--- config.mk ---
export PLATFORM = sky130hd
export DESIGN_NAME = fx16be_pack
export DESIGN_NICKNAME = d
export VERILOG_FILES = /design/src/rtl/fx16be_pack_pkg.sv /design/src/rtl/fx16be_pack_fp32_to_fx16.sv /design/src/rtl/fx16be_pack.sv
export SDC_FILE = /design/constraint.sdc
export NUM_CORES = 1
export LEC_CHECK = 0
export ABC_AREA = 1
export ABC_CLOCK_PERIOD_IN_PS = 7550
export CORE_MARGIN = 2
export CORE_UTILIZATION = 64
export CTS_BUF_LIST = sky130_fd_sc_hd__clkbuf_8
export DETAILED_ROUTE_END_ITERATION = 16
export PLACE_DENSITY = 0.92
export SLEW_MARGIN = 10
export SYNTH_ARGS = -nofsm -noshare
export SYNTH_HDL_FRONTEND = slang
export SYNTH_SLANG_ARGS = --single-unit
--- constraint.sdc ---
create_clock -name clk -period 7.55 [get_ports clk]
set_input_delay 1.51 -clock clk [delete_from_list [all_inputs] [get_ports clk]]
set_output_delay 1.51 -clock clk [all_outputs]
set_load 0.01 [all_outputs]
--- src/rtl/fx16be_pack_pkg.sv ---
// ============================================================================
// Module   : fx16be_pack_pkg
// Brief    : Shared FP32 / FX16 field layout and constants for the 16-bit
//            big-endian stream converters.
// Revision : 1.0
// ============================================================================
`default_nettype none

package fx16be_pack_pkg;

  // FP32 field layout: sign | exp[30:23] | mant[22:0]
  localparam int c_fp32_w        = 32;
  localparam int c_fp32_sign_pos = 31;
  localparam int c_fp32_exp_msb  = 30;
  localparam int c_fp32_exp_lsb  = 23;
  localparam int c_fp32_exp_w    = 8;
  localparam int c_fp32_mant_w   = 23;
  localparam int c_fp32_exp_bias = 127;

  localparam logic [c_fp32_exp_w-1:0] c_fp32_exp_max = 8'hFF;

  localparam int              c_fx16_w   = 16;
  localparam logic [15:0]     c_fx16_max = 16'h7FFF;
  localparam logic [15:0]     c_fx16_min = 16'h8000;

  typedef enum logic [1:0] {
    CLS_ZERO = 2'd0,
    CLS_SAT  = 2'd1,
    CLS_NORM = 2'd2
  } conv_cls_t;

  function automatic logic fp32_sign(input logic [c_fp32_w-1:0] x);
    return x[c_fp32_sign_pos];
  endfunction

  function automatic logic [c_fp32_exp_w-1:0] fp32_exp(input logic [c_fp32_w-1:0] x);
    return x[c_fp32_exp_msb:c_fp32_exp_lsb];
  endfunction

  function automatic logic [c_fp32_mant_w-1:0] fp32_mant(input logic [c_fp32_w-1:0] x);
    return x[c_fp32_mant_w-1:0];
  endfunction

  function automatic logic [c_fx16_w-1:0] fx16_rail(input logic neg);
    return neg ? c_fx16_min : c_fx16_max;
  endfunction

endpackage

`default_nettype wire

--- src/rtl/fx16be_pack_fp32_to_fx16.sv ---
// ============================================================================
// Module   : fp32_to_fx16
// Brief    : Two-stage FP32 -> signed Q(15-F).F converter with stall enable.
// Revision : 1.0
// ============================================================================
`default_nettype none

module fp32_to_fx16
  import fx16be_pack_pkg::*;
#(
  parameter int FRAC_BITS = 8
) (
  input  logic                clk,
  input  logic                rst,
  input  logic                i_en,
  input  logic                i_valid,
  input  logic                i_last,
  input  logic [c_fp32_w-1:0] i_data,
  output logic                o_valid,
  output logic                o_last,
  output logic [c_fx16_w-1:0] o_res,
  output logic                o_sat
);

  // Thresholds on exp+FRAC_BITS: >=143 means magnitude >= 2^16, <126 means < 0.5
  localparam logic [8:0] c_ef_sat  = 9'(c_fp32_exp_bias + c_fx16_w);
  localparam logic [8:0] c_ef_zero = 9'(c_fp32_exp_bias - 1);
  localparam logic [8:0] c_rsh_base = 9'(c_fp32_exp_bias + c_fp32_mant_w);

  // ---------------- Stage 1: unpack and classify ----------------
  logic                     w_sign;
  logic [c_fp32_exp_w-1:0]  w_exp;
  logic [c_fp32_mant_w-1:0] w_mant;
  logic [8:0]               w_ef;
  logic [4:0]               w_rsh;
  conv_cls_t                w_cls;

  assign w_sign = fp32_sign(i_data);
  assign w_exp  = fp32_exp(i_data);
  assign w_mant = fp32_mant(i_data);
  assign w_ef   = {1'b0, w_exp} + 9'(FRAC_BITS);
  assign w_rsh  = 5'(c_rsh_base - w_ef);

  always_comb begin
    w_cls = CLS_NORM;
    if (w_exp == '0) begin
      w_cls = CLS_ZERO;
    end else if (w_exp == c_fp32_exp_max) begin
      w_cls = (w_mant != '0) ? CLS_ZERO : CLS_SAT;
    end else if (w_ef >= c_ef_sat) begin
      w_cls = CLS_SAT;
    end else if (w_ef < c_ef_zero) begin
      w_cls = CLS_ZERO;
    end
  end

  logic        r_v1;
  logic        r_last1;
  logic        r_sign1;
  conv_cls_t   r_cls1;
  logic [23:0] r_sig1;
  logic [4:0]  r_rsh1;

  always_ff @(posedge clk) begin
    if (rst) begin
      r_v1    <= 1'b0;
      r_last1 <= 1'b0;
      r_sign1 <= 1'b0;
      r_cls1  <= CLS_ZERO;
      r_sig1  <= '0;
      r_rsh1  <= '0;
    end else if (i_en) begin
      r_v1    <= i_valid;
      r_last1 <= i_last;
      r_sign1 <= w_sign;
      r_cls1  <= w_cls;
      r_sig1  <= {1'b1, w_mant};
      r_rsh1  <= w_rsh;
    end
  end

  // ---------------- Stage 2: round half away, saturate ----------------
  // For CLS_NORM the right shift is 8..24, so the rounded magnitude fits 17 bits.
  logic [24:0]         w_half;
  logic [24:0]         w_sum;
  logic [16:0]         w_mag;
  logic [c_fx16_w-1:0] w_res;
  logic                w_sat;

  assign w_half = 25'd1 << (r_rsh1 - 5'd1);
  assign w_sum  = {1'b0, r_sig1} + w_half;
  assign w_mag  = 17'(w_sum >> r_rsh1);

  always_comb begin
    w_res = '0;
    w_sat = 1'b0;
    case (r_cls1)
      CLS_SAT: begin
        w_res = fx16_rail(r_sign1);
        w_sat = 1'b1;
      end
      CLS_NORM: begin
        if (!r_sign1) begin
          if (w_mag >= 17'h08000) begin
            w_res = c_fx16_max;
            w_sat = 1'b1;
          end else begin
            w_res = w_mag[15:0];
          end
        end else begin
          // -2^15 is representable exactly; only strictly larger magnitudes clip
          if (w_mag > 17'h08000) begin
            w_res = c_fx16_min;
            w_sat = 1'b1;
          end else begin
            w_res = ~w_mag[15:0] + 16'd1;
          end
        end
      end
      default: begin
        w_res = '0;
        w_sat = 1'b0;
      end
    endcase
  end

  logic                r_v2;
  logic                r_last2;
  logic [c_fx16_w-1:0] r_res2;
  logic                r_sat2;

  always_ff @(posedge clk) begin
    if (rst) begin
      r_v2    <= 1'b0;
      r_last2 <= 1'b0;
      r_res2  <= '0;
      r_sat2  <= 1'b0;
    end else if (i_en) begin
      r_v2    <= r_v1;
      r_last2 <= r_last1;
      r_res2  <= w_res;
      r_sat2  <= w_sat && r_v1;
    end
  end

  assign o_valid = r_v2;
  assign o_last  = r_last2;
  assign o_res   = r_res2;
  assign o_sat   = r_sat2;

endmodule

`default_nettype wire

--- src/rtl/fx16be_pack.sv ---
// ============================================================================
// Module   : fx16be_pack
// Brief    : FP32 stream -> packed big-endian pairs of signed 16-bit fixed point.
// Revision : 1.0
// ============================================================================
`default_nettype none

module fx16be_pack
  import fx16be_pack_pkg::*;
#(
  parameter int FRAC_BITS = 8
) (
  input  logic        clk,
  input  logic        rst,
  input  logic [31:0] in_data,
  input  logic        in_valid,
  input  logic        in_last,
  output logic        in_ready,
  output logic [31:0] out_data,
  output logic        out_valid,
  output logic        out_last,
  input  logic        out_ready,
  output logic [15:0] sat_cnt
);

  logic                w_adv;
  logic                w_cv;
  logic                w_cl;
  logic                w_csat;
  logic [c_fx16_w-1:0] w_cres;

  logic                r_out_valid;
  logic                r_out_last;
  logic [31:0]         r_out_data;
  logic                r_have_half;
  logic [c_fx16_w-1:0] r_half;
  logic [15:0]         r_sat_cnt;

  // One global enable: the whole pipe freezes while a word waits for the consumer
  assign w_adv    = !r_out_valid || out_ready;
  assign in_ready = w_adv;

  fp32_to_fx16 #(
    .FRAC_BITS (FRAC_BITS)
  ) u_conv (
    .clk     (clk),
    .rst     (rst),
    .i_en    (w_adv),
    .i_valid (in_valid),
    .i_last  (in_last),
    .i_data  (in_data),
    .o_valid (w_cv),
    .o_last  (w_cl),
    .o_res   (w_cres),
    .o_sat   (w_csat)
  );

  always_ff @(posedge clk) begin
    if (rst) begin
      r_out_valid <= 1'b0;
      r_out_last  <= 1'b0;
      r_out_data  <= '0;
      r_have_half <= 1'b0;
      r_half      <= '0;
      r_sat_cnt   <= '0;
    end else if (w_adv) begin
      r_out_valid <= 1'b0;
      if (w_cv) begin
        if (r_have_half) begin
          r_out_data  <= {r_half, w_cres};
          r_out_valid <= 1'b1;
          r_out_last  <= w_cl;
          r_have_half <= 1'b0;
        end else if (w_cl) begin
          // Odd-length frame: flush the lone sample with a zero low half
          r_out_data  <= {w_cres, 16'h0000};
          r_out_valid <= 1'b1;
          r_out_last  <= 1'b1;
        end else begin
          r_half      <= w_cres;
          r_have_half <= 1'b1;
        end
      end
      if (w_cv && w_csat && (r_sat_cnt != 16'hFFFF)) begin
        r_sat_cnt <= r_sat_cnt + 16'd1;
      end
    end
  end

  assign out_valid = r_out_valid;
  assign out_last  = r_out_last;
  assign out_data  = r_out_data;
  assign sat_cnt   = r_sat_cnt;

endmodule

`default_nettype wire

==> metrics.md <==
| Metric | Value |
|---|---|
| Worst-case vdd ir drop | `0.146 mV` |
| CTS tree | `done` |
| All-Layer GR Usage | `0.379` |
| Clock root buffer | `clkbuf_8` |
| Ys async rst share | `0` |
| H-tree depth | `4` |
| Max clock buf depth | `2` |
| Gr ovfl total | `0` |
| RSZ-0062 raised after global routing | `false` |
| Fin Hold WS | `0.463 ns` |
| GP Congestion | `1.05` |
| Finish-stage setup viols | `0` |
| Top post-synthesis cells by area | `dfxtp_1, nand2_1, nand3_1` |
| Area leader, netlist | `dfxtp_1` |
| Area share of the largest cell type after synthesis | `0.263` |
| First-pass GRT wire length | `45300 um` |
| Sequential fraction of the synthesis area | `0.263` |
| DRT iter0 DRCs | `999` |
| Arrival time worst endpoint | `6.09 ns` |
| Clock network latency to the later pin of the worst-skew pair | `0.45 ns` |
| Final Max Slew Viols | `0` |
| CP most frequent cell | `nand2_1` |
| Layout Nets | `1643` |
| Max FO, Critical Path | `16` |
| Status | `finished, final reports clean` |
| IO Count | `88` |
| Synth cell types | `48` |
| Post-synthesis cell area | `9130 um2` |
| Largest net degree at the start of global routing | `63` |
| Fill count | `1150` |
| Row cnt | `43` |
| Fin Setup TNS | `0 ns` |
| Layout Skew | `0.0181 ns` |
| DRC Markers | `0` |
| CP max-delay cell | `nor2_1` |
| ANT nets after route | `0` |
| Cell Pwr Density | `165 nW/um2` |
| CTS resizes | `0` |
| Fin crit period | `5.73 ns` |
| Leak | `4.90 nW` |
| Worst slew margin | `0.293` |
| Layout cells sized above 1 | `0.0694` |
| Final Hold Viols | `0` |
| Number of global-route vias before repair | `9175` |
| Vias per cell | `5.86` |
| Hold Path Class | `reg -> reg` |
| CP Class | `reg -> reg` |
| Die Wd | `123 um` |
| Post-CTS Setup Inserts | `0` |
| I/O Buffers | `87` |
| Setup crit start kind | `register` |
| Top_reg_cell synth | `dfxtp_1` |
| ANT cells | `0` |
| CORE AREA | `13900 um2` |
| CTS clock-pin slew for the worst setup and hold paths | `0.08 ns` |
| Final Routed Wirelength | `28300 um` |
| CP Capture Type | `register` |
| Worst Max-Slew Pin Slew | `1.06 ns` |
| Total power | `0.00172 W` |
| Max Cap Viol | `0` |
| Yosys reg bits | `120` |
| Synthesis Warnings | `0` |
| Die ar. | `15200 um2` |
| Req. time, crit path | `7.91 ns` |
| Commonest non-fill, non-tap cell in the layout | `nand2_1` |
| Post-Syn Nets | `1590` |
| Sink Count | `120` |
| Die H | `123 um` |
| EDFF count, synth | `0` |
| Slowest stage delay, CP | `0.83 ns` |
| Via count | `10300` |
| CTS Buf Count | `17` |
| Most frequent cells in the layout | `nand2_1, nand3_1, inv_1, nor2_1, dfxtp_1` |
| Syn Area/Cell | `6.02 um2` |
| Detail Placement HPWL | `21300 um` |
| First-pass detailed-route iteration total | `6` |
| P&R area growth vs syn | `14.5%` |
| Post-Syn Instances | `1518` |
| Initial Util | `0.655` |
| Hold-fix buffers at CTS | `0` |
| Max Clk Rate | `175 MHz` |
| Initial antenna violation count | `0` |
| WL/cell | `16.1 um` |
| Final Cycle Share | `0.758` |
-- path summary, 6_finish.rpt --
check / startpoint / endpoint / slack (ns) / depth (start not counted)
hold reg to reg: r_half[6] / r_half[6] / 0.46 / 2
setup / recovery: u_conv.r_rsh1[3] / u_conv.o_res[8] / 1.82 / 30
hold / removal: r_half[6] / r_half[6] / 0.46 / 2
setup reg to reg: u_conv.r_rsh1[3] / u_conv.o_res[8] / 1.82 / 30
-- area by class of cell --
class / instances / area, um2 / area share
Clock buffer: 18 / 248 / 0.0237
Clock inverter: 14 / 173 / 0.0165
Inverter: 227 / 852 / 0.0815
Multi-Input combinational cell: 1105 / 5600 / 0.535
Sequential cell: 120 / 2400 / 0.230
Tap cell: 180 / 225 / 0.0215
Timing Repair Buffer: 100 / 963 / 0.0921
-- metal layers --
layer,part of all wire,track usage,wire [um]
met5,0,0,0
met1,0.42,0.509,11900
met4,0.027,0.130,770
met2,0.46,0.617,13100
met3,0.089,0.0637,2540
-- registers in the layout, summed over array words and instances (netlist names) --
name and count:
out_data 32, u_conv.r_sig1 24, r_half 16, sat_cnt 16
u_conv.o_res 16, u_conv.r_rsh1 5, u_conv.r_cls1 2, out_last 1
out_valid 1, r_have_half 1, u_conv.o_last 1, u_conv.o_sat 1
u_conv.o_valid 1, u_conv.r_last1 1, u_conv.r_sign1 1, u_conv.r_v1 1
-- cells in the mapped netlist (all sizes together), types with 2 or more instances --
cell    instances
a211oi         33
a21oi          86
a31oi           3
and2            2
buf            21
clkbuf         45
dfxtp         120
ha             34
inv           227
nand2         401
nand3         241
nand3b          5
nand4          27
nor2          139
nor3           16
nor3b           2
nor4            5
o211ai          4
o21a            3
o21ai          82
or2             3
xnor2           2
xor2            8
-- logic make-up (layout without fill, tap and decap cells) --
logic type	Yosys count	in the layout	synth area share
simple gates	842	842	0.418
buf+inv	293	359	0.126
compound gates	217	217	0.134
flops	120	120	0.263
fa+ha+maj	35	35	0.0488
xor+xnor	10	10	0.00959
mux	1	1	0.00110
-- through the flow --
step	setup slack, ns	utilization	instance area (um2)	instances
2_1_floorplan	3.08	-	9130	1518
5_1_grt	1.33	0.751	10500	1764
6_report	1.82	0.751	10500	1764
4_1_cts	2.05	0.750	10500	1764
3_5_place_dp	2.09	0.720	10000	1732
3_3_place_gp	2.22	0.720	10000	1732
-- report_power, final --
group	total [W]	internal, W	switching (W)	leakage, nW
Sequential	0.000671	0.000651	0.0000205	0.977
Clock	0.000621	0.000338	0.000284	0.215
Combinational	0.000429	0.000141	0.000288	3.70
-- worst max-delay path, delay by kind of cell (launching register included) --
family,cells,cell delay (ns)
AND/OR/NAND/NOR,24,3.67
buffers and inverters,3,0.70
flip-flops,1,0.58
adder cells (fa/ha/maj),2,0.49
AO/OA/AOI/OAI,1,0.18
(Power assumes the default switching activity.)
